File: config.mk
export PLATFORM = sky130hd
export DESIGN_NAME = melody_sequencer
export DESIGN_NICKNAME = d
export VERILOG_FILES = /design/src/rtl/buzzer_pkg.sv /design/src/rtl/melody_sequencer_beat_timer.sv /design/src/rtl/melody_sequencer.sv
export SDC_FILE = /design/constraint.sdc
export NUM_CORES = 1
export LEC_CHECK = 0
export CAP_MARGIN = 20
export CORE_ASPECT_RATIO = 1.1
export CORE_MARGIN = 2
export CORE_UTILIZATION = 35
export DETAILED_ROUTE_END_ITERATION = 8
export HOLD_SLACK_MARGIN = 0.15
export PLACE_DENSITY = 0.62
export SYNTH_ARGS = -nofsm -noshare
export SYNTH_HDL_FRONTEND = slang
export SYNTH_HIERARCHICAL = 1
export SYNTH_SLANG_ARGS = --single-unit
File: constraint.sdc
create_clock -name clk -period 10.4 [get_ports clk]
set_clock_uncertainty 0.1 [all_clocks]
set_input_delay 2.08 -clock clk [delete_from_list [all_inputs] [get_ports clk]]
set_output_delay 2.08 -clock clk [all_outputs]
set_load 0.05 [all_outputs]
File: src/rtl/buzzer_pkg.sv
// Shared definitions for the melody sequencer: note codes, FSM states,
// the song ROM entry layout and the fixed song contents.
package buzzer_pkg;

   // Note codes understood by the tone generator
   localparam logic [2:0] NOTE_REST = 3'd0;
   localparam logic [2:0] NOTE_DO   = 3'd1;
   localparam logic [2:0] NOTE_RE   = 3'd2;
   localparam logic [2:0] NOTE_MI   = 3'd3;
   localparam logic [2:0] NOTE_SOL  = 3'd4;
   localparam logic [2:0] NOTE_LA   = 3'd5;

   typedef enum logic [1:0] {
      ST_IDLE   = 2'd0,
      ST_MANUAL = 2'd1,
      ST_PLAY   = 2'd2,
      ST_GAP    = 2'd3
   } seqState_t;

   // One song step: which note and how many beats it lasts (1..4)
   typedef struct packed {
      logic [2:0] note;
      logic [2:0] beats;
   } romEntry_t;

   // Fixed song; unused entries are single-beat rests
   function automatic romEntry_t songRom(input logic [3:0] idx);
      romEntry_t e;
      case (idx)
         4'd0:    e = '{note: NOTE_MI,   beats: 3'd1};
         4'd1:    e = '{note: NOTE_RE,   beats: 3'd1};
         4'd2:    e = '{note: NOTE_DO,   beats: 3'd1};
         4'd3:    e = '{note: NOTE_RE,   beats: 3'd1};
         4'd4:    e = '{note: NOTE_MI,   beats: 3'd1};
         4'd5:    e = '{note: NOTE_MI,   beats: 3'd1};
         4'd6:    e = '{note: NOTE_MI,   beats: 3'd2};
         4'd7:    e = '{note: NOTE_REST, beats: 3'd1};
         default: e = '{note: NOTE_REST, beats: 3'd1};
      endcase
      return e;
   endfunction

endpackage

File: src/rtl/melody_sequencer_beat_timer.sv
// Cycle/beat counter used to time notes and gaps. The cycle counter wraps
// every `period` cycles (one beat); `done` fires on the last cycle of the
// `target`-th beat. `clear` restarts both counters from zero.
module beat_timer #(
   parameter int CW = 4
) (
   input  logic          clk,
   input  logic          rst_n,
   input  logic          clear,
   input  logic [CW-1:0] period,
   input  logic [2:0]    target,
   output logic          beatTick,
   output logic          done
);

   logic [CW-1:0] cycleCnt_r;
   logic [2:0]    beatCnt_r;

   assign beatTick = (cycleCnt_r == (period - CW'(1)));
   assign done     = beatTick && (beatCnt_r == (target - 3'd1));

   // Advance the cycle counter, rolling into the beat counter each beat
   always_ff @(posedge clk or negedge rst_n) begin
      if (!rst_n) begin
         cycleCnt_r <= '0;
         beatCnt_r  <= 3'd0;
      end else if (clear) begin
         cycleCnt_r <= '0;
         beatCnt_r  <= 3'd0;
      end else if (beatTick) begin
         cycleCnt_r <= '0;
         beatCnt_r  <= beatCnt_r + 3'd1;
      end else begin
         cycleCnt_r <= cycleCnt_r + CW'(1);
      end
   end

endmodule

File: src/rtl/melody_sequencer.sv
// Melody sequencer: arbitrates the five note buttons against the built-in
// song and produces a registered note code plus tone enable. Buttons always
// preempt the song; the song resumes at the same entry once they are released.
module melody_sequencer
   import buzzer_pkg::*;
#(
   parameter int BEAT_CYCLES = 25_000_000,
   parameter int GAP_CYCLES  = 5_000_000,
   parameter int SONG_LEN    = 8,
   parameter int LOOP        = 0
) (
   input  logic       clk,
   input  logic       reset,
   input  logic       btnU,
   input  logic       btnL,
   input  logic       btnC,
   input  logic       btnR,
   input  logic       btnD,
   input  logic       start,
   input  logic       stop,
   output logic [2:0] note,
   output logic       note_on,
   output logic       playing,
   output logic [3:0] song_idx
);

   localparam int MAX_CYC = (BEAT_CYCLES > GAP_CYCLES) ? BEAT_CYCLES : GAP_CYCLES;
   localparam int CW      = $clog2(MAX_CYC);
   // A period equal to 2**CW truncates to 0; the counter then wraps at the
   // full range, which still yields the right period.
   localparam logic [CW-1:0] BEAT_PERIOD = CW'(BEAT_CYCLES);
   localparam logic [CW-1:0] GAP_PERIOD  = CW'(GAP_CYCLES);
   localparam logic [3:0]    LAST_IDX    = 4'(SONG_LEN - 1);

   seqState_t  state_r;
   seqState_t  nextState_s;
   logic [2:0] note_r;
   logic       noteOn_r;
   logic       playing_r;
   logic [3:0] songIdx_r;
   logic       resume_r;
   logic [2:0] beats_r;

   logic          anyBtn_s;
   logic [2:0]    btnNote_s;
   logic [3:0]    nextSongIdx_s;
   logic          nextResume_s;
   logic [2:0]    nextNote_s;
   logic          nextNoteOn_s;
   logic          nextPlaying_s;
   romEntry_t     nextEntry_s;
   logic          timerClear_s;
   logic [CW-1:0] timerPeriod_s;
   logic [2:0]    timerTarget_s;
   logic          timerTick_s;
   logic          timerDone_s;
   logic          segmentEnd_s;

   beat_timer #(.CW(CW)) uTimer (
      .clk      (clk),
      .rst_n    (reset),
      .clear    (timerClear_s),
      .period   (timerPeriod_s),
      .target   (timerTarget_s),
      .beatTick (timerTick_s),
      .done     (timerDone_s)
   );

   assign segmentEnd_s = timerTick_s && timerDone_s;

   // Fixed-priority button encoder: U > L > C > R > D
   always_comb begin
      anyBtn_s  = btnU | btnL | btnC | btnR | btnD;
      btnNote_s = NOTE_REST;
      if (btnU) begin
         btnNote_s = NOTE_DO;
      end else if (btnL) begin
         btnNote_s = NOTE_RE;
      end else if (btnC) begin
         btnNote_s = NOTE_MI;
      end else if (btnR) begin
         btnNote_s = NOTE_SOL;
      end else if (btnD) begin
         btnNote_s = NOTE_LA;
      end else begin
         btnNote_s = NOTE_REST;
      end
   end

   // Next-state, song position and resume-flag logic; stop wins over everything
   always_comb begin
      nextState_s   = state_r;
      nextSongIdx_s = songIdx_r;
      nextResume_s  = resume_r;
      if (stop) begin
         nextState_s   = ST_IDLE;
         nextSongIdx_s = 4'd0;
         nextResume_s  = 1'b0;
      end else begin
         case (state_r)
            ST_IDLE: begin
               if (anyBtn_s) begin
                  nextState_s = ST_MANUAL;
               end else if (start) begin
                  nextState_s   = ST_PLAY;
                  nextSongIdx_s = 4'd0;
               end else begin
                  nextState_s = ST_IDLE;
               end
            end
            ST_MANUAL: begin
               // start only arms a new song if none is already pending
               if (start && !resume_r) begin
                  nextResume_s  = 1'b1;
                  nextSongIdx_s = 4'd0;
               end else begin
                  nextResume_s = resume_r;
               end
               if (anyBtn_s) begin
                  nextState_s = ST_MANUAL;
               end else if (nextResume_s) begin
                  nextState_s  = ST_PLAY;
                  nextResume_s = 1'b0;
               end else begin
                  nextState_s = ST_IDLE;
               end
            end
            ST_PLAY: begin
               if (anyBtn_s) begin
                  nextState_s  = ST_MANUAL;
                  nextResume_s = 1'b1;
               end else if (segmentEnd_s) begin
                  nextState_s = ST_GAP;
               end else begin
                  nextState_s = ST_PLAY;
               end
            end
            ST_GAP: begin
               if (anyBtn_s) begin
                  nextState_s  = ST_MANUAL;
                  nextResume_s = 1'b1;
               end else if (segmentEnd_s) begin
                  if (songIdx_r < LAST_IDX) begin
                     nextState_s   = ST_PLAY;
                     nextSongIdx_s = songIdx_r + 4'd1;
                  end else if (LOOP != 0) begin
                     nextState_s   = ST_PLAY;
                     nextSongIdx_s = 4'd0;
                  end else begin
                     nextState_s   = ST_IDLE;
                     nextSongIdx_s = 4'd0;
                     nextResume_s  = 1'b0;
                  end
               end else begin
                  nextState_s = ST_GAP;
               end
            end
            default: begin
               nextState_s   = ST_IDLE;
               nextSongIdx_s = 4'd0;
               nextResume_s  = 1'b0;
            end
         endcase
      end
   end

   // Output values for the state being entered, plus timer control
   always_comb begin
      nextEntry_s   = songRom(nextSongIdx_s);
      nextNote_s    = NOTE_REST;
      nextNoteOn_s  = 1'b0;
      nextPlaying_s = 1'b0;
      case (nextState_s)
         ST_IDLE: begin
            nextNote_s    = NOTE_REST;
            nextNoteOn_s  = 1'b0;
            nextPlaying_s = 1'b0;
         end
         ST_MANUAL: begin
            nextNote_s    = btnNote_s;
            nextNoteOn_s  = 1'b1;
            nextPlaying_s = nextResume_s;
         end
         ST_PLAY: begin
            nextNote_s    = nextEntry_s.note;
            nextNoteOn_s  = (nextEntry_s.note != NOTE_REST);
            nextPlaying_s = 1'b1;
         end
         ST_GAP: begin
            nextNote_s    = NOTE_REST;
            nextNoteOn_s  = 1'b0;
            nextPlaying_s = 1'b1;
         end
         default: begin
            nextNote_s    = NOTE_REST;
            nextNoteOn_s  = 1'b0;
            nextPlaying_s = 1'b0;
         end
      endcase
      // Every state entry restarts timing; idle/manual keep the timer parked
      timerClear_s  = (nextState_s != state_r) || (state_r == ST_IDLE) ||
                      (state_r == ST_MANUAL);
      timerPeriod_s = (state_r == ST_GAP) ? GAP_PERIOD : BEAT_PERIOD;
      timerTarget_s = (state_r == ST_PLAY) ? beats_r : 3'd1;
   end

   // State and registered outputs
   always_ff @(posedge clk or negedge reset) begin
      if (!reset) begin
         state_r   <= ST_IDLE;
         note_r    <= NOTE_REST;
         noteOn_r  <= 1'b0;
         playing_r <= 1'b0;
         songIdx_r <= 4'd0;
         resume_r  <= 1'b0;
         beats_r   <= 3'd1;
      end else begin
         state_r   <= nextState_s;
         note_r    <= nextNote_s;
         noteOn_r  <= nextNoteOn_s;
         playing_r <= nextPlaying_s;
         songIdx_r <= nextSongIdx_s;
         resume_r  <= nextResume_s;
         beats_r   <= nextEntry_s.beats;
      end
   end

   assign note     = note_r;
   assign note_on  = noteOn_r;
   assign playing  = playing_r;
   assign song_idx = songIdx_r;

endmodule
==> run summary <==
sequential cell area fraction in the yosys report: 32.1%
f_max: 0.193 GHz
clk slew on worst S/H paths: 0.08 ns
die area: 10200 um2
CP startpoint kind: register
pin count of the biggest net entering global routing: 43
min cycle time layout: 5.17 ns
Yosys reg bits: 42
synth cell count leaders: nor2_1, dfrtp_1, xnor2_1
GRT Resource Usage Total: 15.8%
Initial DRT Pass Iterations: 4
RSZ-0062 raised after global routing: no
hold depth: 1
mux contribution to synthesized area: 0.305%
WS Path Type: register to register
post-cts sizing count: 0
Port Buffers: 17
post-DR wirelength/cell: 13.1 um
CTS sink count: 42
routability congestion estimate: 0.864
maximum clock path buffer count: 2
Synth Flop Type: dfrtp_1
Crit path largest cell delay: 0.66 ns
CTS tree: yes
drt initial violations: 86
antenna violations before repair: 0
post-synth top area share: 31.3%
main combinational cell family by area after synthesis: simple AND/OR/NAND/NOR gates
initial core utilization: 35.4%
Synth area leaders: dfrtp_1, xnor2_1, xor2_1
final net count: 466
DRC violations left: 0
number of synthesized flops with an enable pin: 0
Slew HR: 33.3%
PD cells: 82.6 nW/um2
Required @ worst endpoint: 10.52 ns
Setup Fix Bufs, Post-CTS: 0
slowest cell on the critical path: nand2_1
Hold Fails Final Rpt: 0
core box area: 9260 um2
ant diodes: 0
Synth Area in Simple Gates: 27.6%
# Max-Cap Violations: 0
H-tree levels: 2
Via-to-Cell Ratio: 4.90
most used cell, CP: nand2_1
Worst Tran Pin Value: 1.00 ns
crit-path cells: nand2_1 > inv_1 > xor2_1 > or4_1 > o211a_1 > a21oi_1 > nand3_1 > nor3_1 > and4_1 > nand2_1 > xnor2_1 > nand2_1 > a21o_1 > inv_1 > ha_1 > nand2_1 > nor2_1 > nor2b_1 > a21oi_1
asr flop ratio synth: 100%
Clock Tree Root: clkbuf_8
later-pin clock latency in the skew report: 0.30 ns
final hold slack: 0.442 ns
Core Rows: 37
Syn Inst Count: 368
Hold-fix buffers, CTS: 0
vias in the first global route: 2727
share of cells above drive strength 1: 7.14%
compound-cell area share of the yosys netlist: 14.8%
HP Class: register to register
Post-Syn Area: 3280 um2
antenna viol nets, final: 0
post-synth cell types: 71
Leakage: 0.00159 uW
crit end category: register
final worst-path cycle share: 49.7%
top-count cell post-synth: nor2_1
I/O pin count: 18
first-pass GRT wire length: 12.6 mm
DP HPWL: 5.62 mm
Syn-to-layout area delta: 18.5%
status: complete, no violations
CTS buffer count: 5
VDD IR max: 0.0648 mV
remaining global-route overflow: 0
total number of yosys warnings: 6
critical path fanouts, max: 21
die width: 96.3 um
die height: 106 um
XOR/XNOR share of the synthesized area: 17.1%
average size of a mapped cell: 8.92 um2
post-detailed-routing wire length: 7.42 mm
Final setup viols: 0
CP arrival: 5.29 ns
path depth of the worst reg2reg path: 19
setup_tns: 0 ns
cell taking the most area after synthesis: dfrtp_1
Post-Synth Adder-Cell Area: 4.12%
final slew viol count: 0
Via Count: 2769
## metal layers
metal | vias to the layer above | GRT usage [%] | part of all wire (%)
met3 | 11 | 3.00 | 4.0
li1 | 1410 | - | -
met1 | 1290 | 20.0 | 45
met4 | 0 | 4.93 | 1.7
met2 | 58 | 26.7 | 50
met5 | - | 0 | 0
## kinds of logic after synthesis
| kind of cell | count (synthesis) |
|---|---|
| AND/OR/NAND/NOR | 159 |
| adder cells (fa/ha/maj) | 11 |
| other | 2 |
| buffers and inverters | 28 |
| AO/OA/AOI/OAI | 61 |
| multiplexers | 1 |
| XOR/XNOR | 64 |
| flip-flops | 42 |
## registers in the layout, summed over array words and instances (netlist names)
register	cells
beats_r	2
note	3
note_on	1
playing	1
resume_r	1
song_idx	4
state_r	2
uTimer/beatCnt_r	3
uTimer/cycleCnt_r	25
## per-stage QoR
| step | utilization, % | cell area [um2] | power, uW | cells | worst slack (ns) |
|---|---|---|---|---|---|
| floorplan | - | 3510 | 196 | 430 | 5.92 |
| CTS | 41.8 | 3870 | 325 | 564 | 5.19 |
| finish | 42.0 | 3890 | 321 | 565 | 5.23 |
| global placement | 40.8 | 3770 | 209 | 556 | 5.48 |
| global route | 42.0 | 3890 | 338 | 565 | 4.73 |
| detailed placement | 40.8 | 3770 | 209 | 556 | 5.29 |
## critical path: cells and delay by family (launching register included)
family | cells | cell delay, ns
and+or+nand+nor | 10 | 2.66
buffers and inverters | 2 | 0.54
adders and majority gates | 1 | 0.22
xor gates and xnor gates | 2 | 0.42
AOI/OAI and AO/OA | 4 | 0.64
DFF | 1 | 0.49
## worst paths after layout
kind	start	endpoint	slack, ns
max	state_r[0]	note[1]	5.23
min	uTimer/cycleCnt_r[0]	uTimer/cycleCnt_r[0]	0.44
max reg2reg	state_r[0]	note[1]	5.23
min reg2reg	uTimer/cycleCnt_r[0]	uTimer/cycleCnt_r[0]	0.44
max in group asynchronous	reset	beats_r[0]	8.22
min in group asynchronous	reset	uTimer/cycleCnt_r[2]	1.48
## cell usage in the layout, fill, tap and decap left out, types with 3 or more instances in the layout
cell and instances:
ha_1 10, nor2_1 45, nor4_1 8, nor3_1 12, nand4_1 9, a31oi_1 3
or4_1 7, o21ai_1 4, nand3_1 16, nor2b_1 4, o21a_1 3, o31ai_1 3
conb_1 64, o21ai_0 4, and3_1 5, inv_1 20, o211ai_1 3, clkbuf_8 6
dfrtp_1 41, a21oi_1 11, clkdlybuf4s50_1 16, xor2_1 28, o311ai_0 3, nand2_1 24
xnor2_1 36
## where the power goes
group / switching [uW] / total, uW / leakage [uW] / internal, uW
logic: 25.7 / 41.5 / 0.000964 / 15.9
clock network: 60.2 / 114 / 0.0000472 / 53.5
registers: 1.29 / 166 / 0.000575 / 165
total: 87.2 / 321 / 0.00159 / 234
## cell type report
| class | instances | area, um2 |
|---|---|---|
| clock inverter | 2 | 12.5 |
| sequential | 42 | 1050 |
| multi-input combinational | 360 | 2330 |
| inverter | 20 | 75.1 |
| tap | 117 | 146 |
| fill | 931 | 5370 |
| timing repair buffer | 18 | 185 |
| clock buffer | 6 | 82.6 |
(Power assumes the default switching activity.)
